$ cat src/rtl/dram_port_arbiter_if.sv
// Bundle of the CPU load/store, Arduino read and RAM port signals that pass
// through the DRAM port arbiter. The slave side is the arbiter; the master
// side is whatever surrounds it (requesters plus the RAM macro).
interface dram_port_arbiter_if #(
    parameter int ADDR_W = 20,
    parameter int DATA_W = 32,
    parameter int LANES  = 16,
    parameter int ARD_W  = 16
);
    logic                    cpu_req;
    logic                    cpu_we;
    logic                    cpu_vec;
    logic [ADDR_W-1:0]       cpu_addr;
    logic [LANES*DATA_W-1:0] cpu_wdata;
    logic [LANES*DATA_W-1:0] cpu_rdata;
    logic                    cpu_done;

    logic                    ard_req;
    logic [ADDR_W-1:0]       ard_addr;
    logic [ARD_W-1:0]        ard_rdata;
    logic                    ard_valid;

    logic [ADDR_W-1:0]       mem_addr;
    logic                    mem_we;
    logic [DATA_W-1:0]       mem_wdata;
    logic [DATA_W-1:0]       mem_rdata;

    modport slave (
        input  cpu_req, cpu_we, cpu_vec, cpu_addr, cpu_wdata,
        output cpu_rdata, cpu_done,
        input  ard_req, ard_addr,
        output ard_rdata, ard_valid,
        output mem_addr, mem_we, mem_wdata,
        input  mem_rdata
    );

    modport master (
        output cpu_req, cpu_we, cpu_vec, cpu_addr, cpu_wdata,
        input  cpu_rdata, cpu_done,
        output ard_req, ard_addr,
        input  ard_rdata, ard_valid,
        input  mem_addr, mem_we, mem_wdata,
        output mem_rdata
    );
endinterface

$ cat src/rtl/dram_port_arbiter.sv
// Shares one single-port data RAM between the CPU load/store path (scalar or
// LANES-wide vector) and the Arduino read path. Vector accesses are split into
// LANES consecutive word accesses; round-robin arbitration prevents starvation.
module dram_port_arbiter #(
    parameter int ADDR_W = 20,
    parameter int DATA_W = 32,
    parameter int LANES  = 16,
    parameter int ARD_W  = 16
) (
    input  logic               clk,
    input  logic               rst,
    dram_port_arbiter_if.slave bus,
    output logic               busy
);
    localparam int LW = (LANES > 1) ? $clog2(LANES) : 1;

    typedef enum logic [2:0] {
        IDLE,
        CPU_ACC,
        CPU_WAIT,
        ARD_RD,
        ARD_WAIT
    } state_t;

    state_t                  state;
    state_t                  state_nx;

    logic                    last_grant_ard;
    logic [LW-1:0]           lane;
    logic                    grant_cpu;
    logic                    grant_ard;
    logic                    cpu_fin;
    logic                    ard_fin;

    logic [ADDR_W-1:0]       addr_l;
    logic                    we_l;
    logic                    vec_l;
    logic [LANES*DATA_W-1:0] wdata_l;

    logic                    vld_p1;
    logic [LW-1:0]           lane_p1;

    logic [LANES*DATA_W-1:0] cpu_rdata_q;
    logic [ARD_W-1:0]        ard_rdata_q;
    logic                    cpu_done_q;
    logic                    ard_valid_q;

    logic [ADDR_W-1:0]       mem_addr;
    logic                    mem_we;
    logic [DATA_W-1:0]       mem_wdata;

    // Index of the lane that ends the CPU access phase.
    function automatic logic [LW-1:0] final_lane(input logic vec);
        return vec ? LW'(LANES - 1) : '0;
    endfunction

    // State register.
    always_ff @(posedge clk) begin
        if (rst) state <= IDLE;
        else     state <= state_nx;
    end

    // Round-robin arbitration in IDLE and lane sequencing through the access.
    always_comb begin
        state_nx  = state;
        grant_cpu = 1'b0;
        grant_ard = 1'b0;
        cpu_fin   = 1'b0;
        ard_fin   = 1'b0;
        case (state)
            IDLE: begin
                if (bus.cpu_req && (!bus.ard_req || last_grant_ard)) begin
                    grant_cpu = 1'b1;
                    state_nx  = CPU_ACC;
                end else if (bus.ard_req) begin
                    grant_ard = 1'b1;
                    state_nx  = ARD_RD;
                end
            end
            CPU_ACC: begin
                if (lane == final_lane(vec_l)) begin
                    if (we_l) begin
                        cpu_fin  = 1'b1;
                        state_nx = IDLE;
                    end else begin
                        state_nx = CPU_WAIT;
                    end
                end
            end
            CPU_WAIT: begin
                cpu_fin  = 1'b1;
                state_nx = IDLE;
            end
            ARD_RD: begin
                state_nx = ARD_WAIT;
            end
            ARD_WAIT: begin
                ard_fin  = 1'b1;
                state_nx = IDLE;
            end
            default: state_nx = IDLE;
        endcase
    end

    // Control: last grant, lane counter, read-capture pipeline and pulses.
    always_ff @(posedge clk) begin
        if (rst) begin
            last_grant_ard <= 1'b1;
            lane           <= '0;
            vld_p1         <= 1'b0;
            lane_p1        <= '0;
            cpu_done_q     <= 1'b0;
            ard_valid_q    <= 1'b0;
        end else begin
            cpu_done_q  <= cpu_fin;
            ard_valid_q <= ard_fin;
            // ---- p0 -> p1: read address issued, data returns next cycle ----
            vld_p1      <= (state == CPU_ACC) && !we_l;
            lane_p1     <= lane;
            if (grant_cpu) begin
                last_grant_ard <= 1'b0;
                lane           <= '0;
            end else if (grant_ard) begin
                last_grant_ard <= 1'b1;
                lane           <= '0;
            end else if (state == CPU_ACC) begin
                lane <= lane + LW'(1);
            end
        end
    end

    // Latch the winning request; later input changes do not disturb the access.
    always_ff @(posedge clk) begin
        if (grant_cpu) begin
            addr_l  <= bus.cpu_addr;
            we_l    <= bus.cpu_we;
            vec_l   <= bus.cpu_vec;
            wdata_l <= bus.cpu_wdata;
        end else if (grant_ard) begin
            addr_l  <= bus.ard_addr;
            we_l    <= 1'b0;
            vec_l   <= 1'b0;
        end
    end

    // Gather returning load words into their lanes and capture Arduino data.
    always_ff @(posedge clk) begin
        if (rst) begin
            cpu_rdata_q <= '0;
            ard_rdata_q <= '0;
        end else begin
            // ---- p1: RAM data for lane_p1 is valid now ----
            if (vld_p1) cpu_rdata_q[lane_p1*DATA_W +: DATA_W] <= bus.mem_rdata;
            if (state == ARD_WAIT) ard_rdata_q <= bus.mem_rdata[ARD_W-1:0];
        end
    end

    // RAM port drive; write enable only while stepping through a store.
    always_comb begin
        mem_addr  = '0;
        mem_we    = 1'b0;
        mem_wdata = '0;
        case (state)
            CPU_ACC: begin
                mem_addr  = addr_l + ADDR_W'(lane);
                mem_we    = we_l;
                mem_wdata = wdata_l[lane*DATA_W +: DATA_W];
            end
            ARD_RD: begin
                mem_addr  = addr_l;
            end
            default: ;
        endcase
    end

    assign bus.mem_addr  = mem_addr;
    assign bus.mem_we    = mem_we;
    assign bus.mem_wdata = mem_wdata;
    assign bus.cpu_rdata = cpu_rdata_q;
    assign bus.cpu_done  = cpu_done_q;
    assign bus.ard_rdata = ard_rdata_q;
    assign bus.ard_valid = ard_valid_q;
    assign busy          = (state != IDLE);
endmodule

$ cat src/flat_wrapper.sv
// flat-port wrapper written by rule: the top's interface ports become plain ports
module dram_port_arbiter_flat 
#(
    parameter int ADDR_W = 20,
    parameter int DATA_W = 32,
    parameter int LANES  = 16,
    parameter int ARD_W  = 16
)
  (clk, rst, busy, bus_cpu_req, bus_cpu_we, bus_cpu_vec, bus_cpu_addr, bus_cpu_wdata, bus_cpu_rdata, bus_cpu_done, bus_ard_req, bus_ard_addr, bus_ard_rdata, bus_ard_valid, bus_mem_addr, bus_mem_we, bus_mem_wdata, bus_mem_rdata);
  dram_port_arbiter_if #(.ADDR_W(ADDR_W), .DATA_W(DATA_W), .LANES(LANES), .ARD_W(ARD_W)) bus_i ();
  input  logic clk;
  input  logic rst;
  output logic busy;
  input wire logic [$bits(bus_i.cpu_req)-1:0] bus_cpu_req;
  input wire logic [$bits(bus_i.cpu_we)-1:0] bus_cpu_we;
  input wire logic [$bits(bus_i.cpu_vec)-1:0] bus_cpu_vec;
  input wire logic [$bits(bus_i.cpu_addr)-1:0] bus_cpu_addr;
  input wire logic [$bits(bus_i.cpu_wdata)-1:0] bus_cpu_wdata;
  output wire logic [$bits(bus_i.cpu_rdata)-1:0] bus_cpu_rdata;
  output wire logic [$bits(bus_i.cpu_done)-1:0] bus_cpu_done;
  input wire logic [$bits(bus_i.ard_req)-1:0] bus_ard_req;
  input wire logic [$bits(bus_i.ard_addr)-1:0] bus_ard_addr;
  output wire logic [$bits(bus_i.ard_rdata)-1:0] bus_ard_rdata;
  output wire logic [$bits(bus_i.ard_valid)-1:0] bus_ard_valid;
  output wire logic [$bits(bus_i.mem_addr)-1:0] bus_mem_addr;
  output wire logic [$bits(bus_i.mem_we)-1:0] bus_mem_we;
  output wire logic [$bits(bus_i.mem_wdata)-1:0] bus_mem_wdata;
  input wire logic [$bits(bus_i.mem_rdata)-1:0] bus_mem_rdata;
  assign bus_i.cpu_req = bus_cpu_req;
  assign bus_i.cpu_we = bus_cpu_we;
  assign bus_i.cpu_vec = bus_cpu_vec;
  assign bus_i.cpu_addr = bus_cpu_addr;
  assign bus_i.cpu_wdata = bus_cpu_wdata;
  assign bus_cpu_rdata = bus_i.cpu_rdata;
  assign bus_cpu_done = bus_i.cpu_done;
  assign bus_i.ard_req = bus_ard_req;
  assign bus_i.ard_addr = bus_ard_addr;
  assign bus_ard_rdata = bus_i.ard_rdata;
  assign bus_ard_valid = bus_i.ard_valid;
  assign bus_mem_addr = bus_i.mem_addr;
  assign bus_mem_we = bus_i.mem_we;
  assign bus_mem_wdata = bus_i.mem_wdata;
  assign bus_i.mem_rdata = bus_mem_rdata;
  dram_port_arbiter #(.ADDR_W(ADDR_W), .DATA_W(DATA_W), .LANES(LANES), .ARD_W(ARD_W)) u_core (.clk(clk), .rst(rst), .bus(bus_i), .busy(busy));
endmodule
$ cat config.mk
export PLATFORM = sky130hd
export DESIGN_NAME = dram_port_arbiter_flat
export DESIGN_NICKNAME = d
export VERILOG_FILES = /design/src/rtl/dram_port_arbiter_if.sv /design/src/rtl/dram_port_arbiter.sv /design/src/flat_wrapper.sv
export SDC_FILE = /design/constraint.sdc
export NUM_CORES = 2
export LEC_CHECK = 0
export ABC_AREA = 1
export CAP_MARGIN = 10
export CORE_AREA = 2 2 455 457
export DETAILED_ROUTE_END_ITERATION = 16
export DIE_AREA = 0 0 457 459
export HOLD_SLACK_MARGIN = 0.1
export PLACE_DENSITY = 0.51
export SYNTH_ARGS = -nofsm -noshare
export SYNTH_HDL_FRONTEND = slang
export SYNTH_SLANG_ARGS = --single-unit
$ cat constraint.sdc
create_clock -name clk -period 47.4 [get_ports clk]
set_input_delay 9.48 -clock clk [delete_from_list [all_inputs] [get_ports clk]]
set_output_delay 9.48 -clock clk [all_outputs]
set_load 0.02 [all_outputs]
==> impl_metrics.csv <==
group,metric,value,unit
critical_path,crit_arrival,5.45,ns
clock_network,clock_latency,0.80,ns
final_layout,syn_to_final_growth,41.4,%
final_layout,final_common_cell,"nor2_1",
timing,rsz0062_at_grt,"no",
global_route,grt_pass1_vias,40000,
placed_design,post-place-cells,8902,
floorplanning,dieWidth,457,µm
clock_network,path_clk_slew,0.06,ns
detailed_routing,wl_per_cell,26.0,µm
placed_design,hpwl,180,mm
power,ir_worst_vdd,0.0372,mV
min_path,hp-class,"flop to flop",
timing,drv_slew,0,
global_route,grt_max_degree,175,
critical_path,worstReg2RegEnd,"u_core.bus.cpu_rdata[378]",
detailed_routing,drtAntennaViolNets,0,
critical_path,ff2ff_path_depth,13,
synth,syn_avg_cell_area,8.44,µm²
critical_path,crit_fanout,75,
timing,setup_tns,0,ns
power,power_density,38.2,nW/µm²
critical_path,critPathCaptureType,"primary output",
critical_path,required,37.92,ns
clock_network,h-tree-depth,4,
clock_network,cts.sinks,1077,
timing,fin_worst_skew,0.0231,ns
floorplanning,die-area,210000,µm²
final_layout,fin_nets,6930,
floorplanning,rows,167,
detailed_routing,routed_wl,238,mm
synth,synth_cells,5340,
clock_network,cts-root-buf,"clkbuf_16",
detailed_routing,viasPerCell,4.58,
final_layout,drive_gt1_share,5.04,%
placed_design,place_congestion,0.924,
placed_design,portBuffers,1173,
synth,ys_ff_latch,1077,
clock_network,cts_hold_buf,0,
timing,worst_pin_slew,1.23,ns
synth,synth_cell_types,36,
synth,ys_seq_area_share,59.7,%
synth,synth-async-reset-ratio,0,%
clock_network,max-clock-path-buffers,3,
global_route,antenna_found_initial,67,
synth,dominantRegCellSynth,"dfxtp_1",
timing,fin_crit,14.93,ns
clock_network,cts_buffers,132,
critical_path,path_class,"flop to primary output",
floorplanning,ioPinCount,1174,
detailed_routing,vias,41900,
final_layout,multiInputGateArea,15900,µm²
detailed_routing,drc,0,
timing,fmax,67.0,MHz
synth,yosysWarnings,0,
critical_path,crit_start,"u_core.lane[0]",
floorplanning,die_y,459,µm
final_layout,final_cell_mix,"1272 x nor2_1, 1172 x clkdlybuf4s50_1, 1080 x nand2_1",
final_layout,instances_no_fill,9160,
power,p_leak,22.6,nW
clock_network,ctsResizeCount,0,
clock_network,post_cts_buffers,0,
global_route,groute.usage.overall,21.8,%
global_route,grt_overflow,0,
synth,syn_nets,5938,
synth,synth_edf_count,534,
timing,hold_viol,0,
floorplanning,core_area,206000,µm²
timing,finalSetupViolations,0,
critical_path,worst_setup_path_start_kind,"flop",
final_layout,fin_util,31.0,%
global_route,grt_pass1_wl,321,mm
timing,fin_crit_sh,31.5,%
detailed_routing,drt_iter0_drc,4000,
outcome,status,"complete, no violations",
final_layout,ff_latch_area,26900,µm²
critical_path,crit_end,"bus_mem_wdata[10]",
synth,syn-cell-area,45100,µm²
detailed_routing,dr.pass1.iters,6,
final_layout,fillers,21700,
run,max-cap-violations,0,
critical_path,rrSetupSlack,42.72,ns
timing,relSlewSlack,17.7,%
floorplanning,start_util,21.9,%
clock_network,cts_tree,"built",
critical_path,rr_startpoint,"u_core.lane_p1[0]",
per-stage QoR:
step	power [mW]	setup slack [ns]	hold slack, ns	cell area (µm²)
2_1_floorplan	1.28	22.53	0.428	45100
4_1_cts	2.47	32.43	0.467	63700
6_report	2.44	32.47	0.464	63800
5_1_grt	2.52	32.29	0.480	63800
3_5_place_dp	1.41	33.32	0.457	59300
3_3_place_gp	1.41	33.37	0.446	59300
power breakdown:
group          total, mW  internal [mW]  leakage [nW]  switching, mW
clock network       1.05          0.618          2.17          0.435
logic              0.297         0.0964          11.0          0.201
registers           1.09           1.06          9.43         0.0293
worst min-delay path by stage:
stage                                          from                         to  slack [ns]  cells after the start
after global routing      u_core.bus.cpu_rdata[276]  u_core.bus.cpu_rdata[276]        0.48                      2
after floorplan               u_core.last_grant_ard      u_core.last_grant_ard        0.43                      2
after CTS                 u_core.bus.cpu_rdata[287]  u_core.bus.cpu_rdata[287]        0.47                      2
after detailed placement  u_core.bus.cpu_rdata[283]  u_core.bus.cpu_rdata[283]        0.46                      2
after global placement        u_core.last_grant_ard      u_core.last_grant_ard        0.45                      2
final                     u_core.bus.cpu_rdata[287]  u_core.bus.cpu_rdata[287]        0.46                      2
Yosys cell counts (2+ instances only):
| master | count | area (µm²) |
|---|---|---|
| nor2_1 | 1275 | 4790 |
| nand2_1 | 1081 | 4060 |
| dfxtp_1 | 543 | 10900 |
| edfxtp_1 | 534 | 16000 |
| o21ai_0 | 506 | 2530 |
| nand3_1 | 437 | 2190 |
| clkbuf_1 | 197 | 739 |
| inv_1 | 190 | 713 |
| a21oi_1 | 168 | 841 |
| buf_2 | 127 | 636 |
| nor3_1 | 74 | 370 |
| buf_1 | 52 | 195 |
| o21ai_1 | 45 | 225 |
| o211ai_1 | 24 | 180 |
| nand4_1 | 14 | 87.6 |
| nor3_2 | 11 | 110 |
| nor2_4 | 9 | 101 |
| inv_2 | 8 | 30.0 |
| nor2_2 | 8 | 50.1 |
| ha_1 | 7 | 87.6 |
| buf_4 | 5 | 37.5 |
| clkinv_1 | 4 | 15.0 |
| nand3_2 | 3 | 30.0 |
| a22o_1 | 2 | 17.5 |
| and2_1 | 2 | 12.5 |
| nand2_4 | 2 | 22.5 |
| nand3b_1 | 2 | 15.0 |
| xor2_1 | 2 | 17.5 |
metal layers:
| layer | GRT usage [%] | up-vias | part of all wire, % |
|---|---|---|---|
| met2 | 38.9 | 1892 | 50 |
| li1 | - | 19600 | - |
| met3 | 4.42 | 439 | 6.3 |
| met5 | 0 | - | 0.048 |
| met1 | 23.9 | 20000 | 37 |
| met4 | 12.7 | 18 | 6.3 |
worst max-delay path: stages (launching register included):
cell	delay (ns)
dfxtp_4	0.56
buf_4	0.56
buf_4	0.67
buf_4	0.75
nor2_1	0.11
nor2_1	0.11
o21ai_0	0.09
o211ai_1	0.12
nand3_1	0.54
a21oi_1	0.38
clkdlybuf4s50_1	0.65
registers in the layout, indices dropped and copies added, names as in the netlist:
register / flops
u_core.addr_l: 20
u_core.bus.ard_rdata: 16
u_core.last_grant_ard: 1
u_core.lane: 4
u_core.lane_p1: 4
u_core.vld_p1: 1
u_core.bus.ard_valid: 1
u_core.bus.cpu_done: 1
u_core.vec_l: 1
u_core.bus.cpu_rdata: 512
u_core.we_l: 1
u_core.state: 3
u_core.wdata_l: 512
cells by family after synthesis:
group | after synthesis | synth area share (%)
DFF | 1077 | 59.7
AOI/OAI and AO/OA | 749 | 8.49
xor gates and xnor gates | 2 | 0.0389
adders and majority gates | 8 | 0.239
buffers and inverters | 584 | 5.26
and+or+nand+nor | 2920 | 26.3
area by class of cell:
type	count	area share [%]
Sequential cell	1077	42.2
Multi-Input combinational cell	3679	25.0
Timing Repair Buffer	1240	19.2
Clock buffer	180	5.80
Tap cell	2704	5.30
Inverter	202	1.24
Clock inverter	56	1.18
Antenna cell	22	0.0863
Power figures use the tool's default switching activity.
